===== src/rtl/pr_scoreboard.sv =====
// pr_scoreboard
//   Register busy scoreboard with producer tags. Each architectural register
//   carries a busy bit and the tag of the execution unit that will write it.
//   Issue ports mark a destination busy. Writeback ports clear it, but only
//   when the writeback comes from the unit that currently owns the register.
//   A stale writeback left behind after a WAW re-issue is therefore dropped.
//   Register 0 is hard-wired idle.
//
// Ports
//   clk         sole clock, rising edge
//   rst_n       synchronous active-low reset
//   busy_en     per issue port valid (NISSUE)
//   busy_rn     per issue port destination register, port k at [k*RN_W +: RN_W]
//   busy_tag    per issue port producer tag, port k at [k*TAG_W +: TAG_W]
//   free_en     per writeback port valid (NFREE)
//   free_rn     per writeback port register
//   free_tag    per writeback port tag of the writing unit
//   flush       clears every busy bit; tags are kept
//   reg_busy    registered busy bit per register
//   reg_tag     registered producer tag per register, reg r at [r*TAG_W +: TAG_W]
//   busy_count  registered population count of reg_busy
//
// Port semantics: there is no back-pressure. A port whose *_en bit is high
// is acted on at the next rising edge. A port whose *_en bit is low is
// ignored entirely.
module pr_scoreboard #(
    parameter int NREGS  = 64,
    parameter int RN_W   = 6,
    parameter int NISSUE = 2,
    parameter int NFREE  = 2,
    parameter int TAG_W  = 3,
    parameter int CNT_W  = 7
) (
    input  logic                      clk,
    input  logic                      rst_n,
    input  logic [NISSUE-1:0]         busy_en,
    input  logic [NISSUE*RN_W-1:0]    busy_rn,
    input  logic [NISSUE*TAG_W-1:0]   busy_tag,
    input  logic [NFREE-1:0]          free_en,
    input  logic [NFREE*RN_W-1:0]     free_rn,
    input  logic [NFREE*TAG_W-1:0]    free_tag,
    input  logic                      flush,
    output logic [NREGS-1:0]          reg_busy,
    output logic [NREGS*TAG_W-1:0]    reg_tag,
    output logic [CNT_W-1:0]          busy_count
);

    logic [NREGS-1:0]       busy_q, busy_d;
    logic [NREGS*TAG_W-1:0] tag_q,  tag_d;
    logic [CNT_W-1:0]       cnt_q,  cnt_d;

    always_comb begin
        busy_d = busy_q;
        tag_d  = tag_q;
        cnt_d  = '0;

        // Register 0 is skipped, so its busy bit and tag keep their reset value of 0.
        for (int r = 1; r < NREGS; r++) begin
            // A free is tested against the pre-edge owner tag. Frees are
            // applied first so that a same-cycle issue overrides them.
            for (int j = 0; j < NFREE; j++) begin
                if (free_en[j] && busy_q[r] &&
                    free_rn[j*RN_W +: RN_W] == RN_W'(r) &&
                    free_tag[j*TAG_W +: TAG_W] == tag_q[r*TAG_W +: TAG_W]) begin
                    busy_d[r] = 1'b0;
                end
            end
            // Ascending port order: the highest-numbered port writes last and owns the tag.
            for (int k = 0; k < NISSUE; k++) begin
                if (busy_en[k] && busy_rn[k*RN_W +: RN_W] == RN_W'(r)) begin
                    busy_d[r]                = 1'b1;
                    tag_d[r*TAG_W +: TAG_W]  = busy_tag[k*TAG_W +: TAG_W];
                end
            end
        end

        // Flush discards the issues and frees of this cycle. Tags are left as they were.
        if (flush) begin
            busy_d = '0;
            tag_d  = tag_q;
        end

        // The count comes from next-state, so it stays aligned with reg_busy.
        for (int r = 0; r < NREGS; r++) begin
            cnt_d = cnt_d + CNT_W'(busy_d[r]);
        end
    end

    always_ff @(posedge clk) begin
        if (!rst_n) begin
            busy_q <= '0;
            tag_q  <= '0;
            cnt_q  <= '0;
        end else begin
            busy_q <= busy_d;
            tag_q  <= tag_d;
            cnt_q  <= cnt_d;
        end
    end

    assign reg_busy   = busy_q;
    assign reg_tag    = tag_q;
    assign busy_count = cnt_q;

endmodule


===== config.mk =====
export PLATFORM = sky130hd
export DESIGN_NAME = pr_scoreboard
export DESIGN_NICKNAME = d
export VERILOG_FILES = /design/src/rtl/pr_scoreboard.sv
export SDC_FILE = /design/constraint.sdc
export NUM_CORES = 1
export LEC_CHECK = 0
export BUFFER_PORTS_ARGS = -buffer_cell sky130_fd_sc_hd__buf_2
export CORE_ASPECT_RATIO = 0.9
export CORE_MARGIN = 1.5
export CORE_UTILIZATION = 55
export CTS_BUF_LIST = sky130_fd_sc_hd__clkbuf_16
export CTS_CLUSTER_SIZE = 28
export DETAILED_ROUTE_END_ITERATION = 6
export PLACE_DENSITY = 0.74
export SYNTH_ARGS = -nofsm -noshare
export SYNTH_HDL_FRONTEND = slang
export SYNTH_SLANG_ARGS = --single-unit

===== constraint.sdc =====
create_clock -name clk -period 9.5 [get_ports clk]
set_input_delay 1.9 -clock clk [delete_from_list [all_inputs] [get_ports clk]]
set_output_delay 1.9 -clock clk [all_outputs]
set_load 0.02 [all_outputs]

-- Yosys cells after proc, flatten, opt, wreduce, memory -nomap -nowiden
Index checks and enable logic that the tools add are counted.
- add/subtract/negate cells: 63
- equality and inequality tests: 378
- mux-type cells: 379
- bitwise logic cells: 1
- reduce and logical (&&, ||, !) cells: 630
- operators with widths (cell ; number):
    6-bit equality test, second input constant ; 128
    1-bit logical AND ; 504
    7-bit by 1-bit adder with 7-bit output ; 57
    6-bit by 5-bit equality test with 1-bit output, second input constant ; 64
    3-bit equality test ; 126
    3-bit two-way mux ; 126
    1-bit two-way mux ; 252
    6-bit by 4-bit equality test with 1-bit output, second input constant ; 32
    2-bit AND reduction ; 63
    2-bit nonzero test ; 63
    6-bit by 3-bit equality test with 1-bit output, second input constant ; 16
    64-bit two-way mux ; 1
    6-bit by 2-bit equality test with 1-bit output, second input constant ; 8
    6-bit by 1-bit equality test with 1-bit output, second input constant ; 4
    6-bit by 1-bit adder with 7-bit output ; 1
    5-bit by 1-bit adder with 6-bit output ; 1
    4-bit by 1-bit adder with 5-bit output ; 1
    3-bit by 1-bit adder with 4-bit output ; 1
    2-bit by 1-bit adder with 3-bit output ; 1
    1-bit by 1-bit adder with 2-bit output ; 1
    1-bit inverter ; 1
- flip-flop bits (word level): 260
- word-level logic and storage cells: 1516

-- Logic depth before layout (Yosys ltp)
- depth in word-level cells: 71
- gate-level depth with buffers: 27
- mapped depth without buffers: 25

-- Worst setup path after synthesis
No wires, ideal clock.
- path type: input -> register
- start point: input port busy_rn[8]
- end point: register cnt_q[4], in the netlist busy_count[4]
- setup time: 0.115 ns
- arrival time: 8.202 ns
- required time: 9.385 ns
- path slack: 1.183 ns
- stages on the path: 27
- path through: buf_4 > buf_4 > and4b_1 > a22oi_1 > nor2_1 > a41oi_1 > fa_1 > inv_1 > fa_1 > inv_1 > fa_1 > inv_1 > fa_1 > inv_1 > fa_1 > fa_1 > fa_1 > fa_1 > inv_1 > ha_1 > inv_1 > fa_1 > nor2b_1 > o21ai_0 > nand2b_1 > xor2_1 > and2_1
- longest elaborated chain between the ends: 67
- RTL lines (element ; RTL line ; RTL):
    start, declared ; 37 ; input logic [NISSUE*RN_W-1:0] busy_rn,
    6-bit by 1-bit equality test with 1-bit output ; 70 ; if (busy_en[k] && busy_rn[k*RN_W +: RN_W] == RN_W'(r)) begin
    1-bit logical AND ; 70 ;
    1-bit two-way mux ; 70 ;
    64-bit two-way mux * ; 78 ; if (flush) begin
    1-bit by 1-bit adder with 2-bit output ; 85 ; cnt_d = cnt_d + CNT_W'(busy_d[r]);
    2-bit by 1-bit adder with 3-bit output ; 85 ;
    3-bit by 1-bit adder with 4-bit output ; 85 ;
    4-bit by 1-bit adder with 5-bit output ; 85 ;
    5-bit by 1-bit adder with 6-bit output ; 85 ;
    6-bit by 1-bit adder with 7-bit output ; 85 ;
    7-bit by 1-bit adder with 7-bit output (56 in a row) ; 85 ;
    7-bit by 1-bit adder with 7-bit output * ; 85 ;
    end signal, assigned ; 97 ; cnt_q <= cnt_d;
    end, declared ; 50 ; logic [CNT_W-1:0] cnt_q, cnt_d;
Mark *: on every way between the ends. The rest lies on a longest branch, timed or not.
A chain may end at the register's enable or synchronous reset.

-- Final worst setup path
- start point: input port busy_rn[9]
- end point: register cnt_q[4], in the netlist busy_count[4]
Same word-level chain as after synthesis.

==> impl_metrics.yaml <==
synthesis:
  ys_seq_area_share_pct: 26.2
  async_flop_share_pct: 0
  ys_ff_latch: 260
  synth_cell_types: 64
  syn_inst: 2418
  synth_ff_type: "dfxtp_1"
  syn-cell-area_mm2: 0.0199
  synth_edf_count: 0
  syn_area_per_cell_um2: 8.23
  ys_warn_count: 0
critical_path:
  slowest_stage: "nor4bb_2"
  path_class: "in -> reg"
  worst_path_most_repeated_cell: "fa_1"
  cp-start-kind: "input port"
  cp.arrival_ns: 9.17
  cpPeakStageDelay_ns: 0.68
  crit_required_ns: 10.03
  path_max_fanout: 21
  critPathCaptureType: "flip-flop"
floorplanning:
  io_pins: 306
  fp-row-count: 65
  start_util_pct: 56.3
  die_area_mm2: 0.0373
  coreArea_mm2: 0.0354
  die_y_um: 183
  die_x_um: 204
clock_tree:
  cts_hold_buf: 0
  cts_resized: 0
  clk_latency_ns: 0.60
  cts_max_level: 1
  numCtsBuffers: 31
  clock-sinks: 260
  clk_pin_slew_ns: 0.06
  root_buffer: "clkbuf_16"
  cts_setup_buffers: 0
  cts_tree: "yes"
  clockBufferDepth: 3
global_route:
  grt_antenna_before_repair: 3
  grt_pass1_vias: 19400
  overflow: 0
  grt_pass1_wl_mm: 125
  grt_max_degree: 108
  grtUsageTotal_pct: 44.5
final_layout:
  layout.nets: 2753
  syn2layout_area_growth_pct: 15.1
  post-route-cell-area_mm2: 0.0229
  drive_gt1_share_pct: 19.4
  final_cell_mix: "nand3_1 (385), nand2_1 (308), buf_2 (288), dfxtp_1 (260), xnor2_1 (209)"
  final_common_cell: "nand3_1"
  nFillCells: 3091
sta:
  clock_skew_ns: 0.0219
  worst_pin_slew_ns: 1.13
  tns_ns: 0
  max_freq_ghz: 0.116
  rsz0062_at_grt: "no"
  hold_viol: 0
  relSlewSlack_pct: 24.6
  finalSetupViolCount: 0
  period_share_pct: 90.9
  fin_crit_ns: 8.63
  drv_slew: 0
detailed_routing:
  wl_met3_mm: 12.5
  wl_per_cell_um: 27.4
  wl_met1_mm: 32.2
  routed_wl_mm: 85.9
  first_pass_iters: 6
  vias_per_cell: 6.71
  drc: 0
  top_layer: "met4"
  vias: 21000
  met2_length_mm: 35.5
  drt-initial-drc-count: 2596
  detail-route-antenna-nets: 0
placement:
  place_congestion: 1.04
  port-buffer-count: 302
  place_hpwl_mm: 60.2
  placed_area_mm2: 0.0220
power_and_ir_drop:
  peakVddDrop_mv: 0.141
  p_leak_nw: 11.5
  p_total_mw: 2.69
  p_per_area_mw_per_mm2: 117
hold_path:
  min-delay-path-class: "reg -> reg"
outcome:
  status: "finished clean"
flow_run:
  drv_cap: 0
-- cell usage after synthesis, drive strengths merged, types with 2 or more instances --
cell | n | area [um2]
a21oi | 45 | 387
a22oi | 21 | 158
a31oi | 2 | 12.5
a41o | 15 | 150
a41oi | 44 | 408
and2 | 18 | 113
and3 | 6 | 37.5
and3b | 5 | 43.8
and4 | 2 | 17.5
and4b | 8 | 80.1
and4bb | 9 | 113
buf | 102 | 533
clkbuf | 110 | 414
dfxtp | 260 | 5200
fa | 54 | 1080
ha | 15 | 188
inv | 63 | 236
mux2i | 15 | 150
nand2 | 309 | 1160
nand2b | 5 | 31.3
nand3 | 385 | 1930
nand3b | 6 | 45.0
nand4 | 18 | 113
nand4b | 14 | 129
nand4bb | 10 | 113
nor2 | 59 | 236
nor2b | 51 | 319
nor3 | 80 | 400
nor3b | 6 | 61.3
nor4 | 34 | 234
nor4b | 9 | 139
nor4bb | 4 | 40.0
o211a | 189 | 1890
o21ai | 47 | 235
or3b | 3 | 26.3
or4 | 2 | 15.0
or4b | 7 | 85.1
xnor2 | 209 | 1830
xor2 | 170 | 1490
-- worst paths after layout --
path / startpoint / end / slack [ns] / cells after the start
max: busy_rn[9] / busy_count[4] / 0.87 / 26
min: reg_busy[0] / reg_busy[0] / 0.55 / 1
max reg2reg: reg_tag[95] / busy_count[4] / 2.74 / 23
min reg2reg: reg_busy[0] / reg_busy[0] / 0.55 / 1
-- layer usage --
layer / GRT usage [%] / vias up
met5: 0 / -
met4: 26.7 / 0
met3: 13.3 / 370
met2: 64.8 / 1678
met1: 58.0 / 10000
li1: - / 8990
-- metrics by stage --
stage	setup slack (ns)	util, %	hold slack [ns]	std cells
after floorplan	1.18	-	0.591	2420
after global placement	0.524	62.1	0.498	3077
after detailed placement	0.344	62.1	0.530	3077
after CTS	0.938	64.7	0.539	3133
after global routing	0.480	64.7	0.551	3133
final	0.866	64.7	0.545	3136
-- kinds of logic (layout without fill, tap and decap cells) --
kind of cell | after synthesis | count (layout) | synth area share [%]
and+or+nand+nor | 1051 | 1051 | 27.6
xor gates and xnor gates | 379 | 379 | 16.7
AOI/OAI and AO/OA | 368 | 368 | 16.5
buffers and inverters | 275 | 519 | 5.95
DFF | 260 | 260 | 26.2
adders and majority gates | 69 | 69 | 6.38
muxes | 15 | 15 | 0.754
other | 1 | 6 | 0.0188
-- critical path, delay by kind of cell --
| family | cells | cell delay (ns) |
|---|---|---|
| compound gates | 3 | 0.58 |
| xor+xnor | 1 | 0.14 |
| fa+ha+maj | 10 | 4.52 |
| buf+inv | 7 | 0.73 |
| simple gates | 5 | 1.29 |
-- power breakdown --
part,switching [mW],total (mW),internal (mW),leakage (nW)
Sequential,0.0127,1.11,1.10,2.10
Combinational,0.306,0.445,0.139,8.97
Clock,0.518,1.13,0.612,0.485
Total,0.837,2.69,1.85,11.5
-- final cells by class --
type	instances	area [um2]	share of cell area [%]
repair buffers	400	2390	10.4
diodes	3	7.51	0.0328
multi-input cells	1885	13600	59.2
inverters	63	236	1.03
flip-flops and latches	260	5200	22.7
clock inverters	25	135	0.590
clock buffers	31	776	3.39
well taps	469	587	2.56
-- registers in the layout, summed over array words and instances (netlist names) --
name	count
busy_count	7
reg_busy	64
reg_tag	189
(Power assumes the default switching activity.)
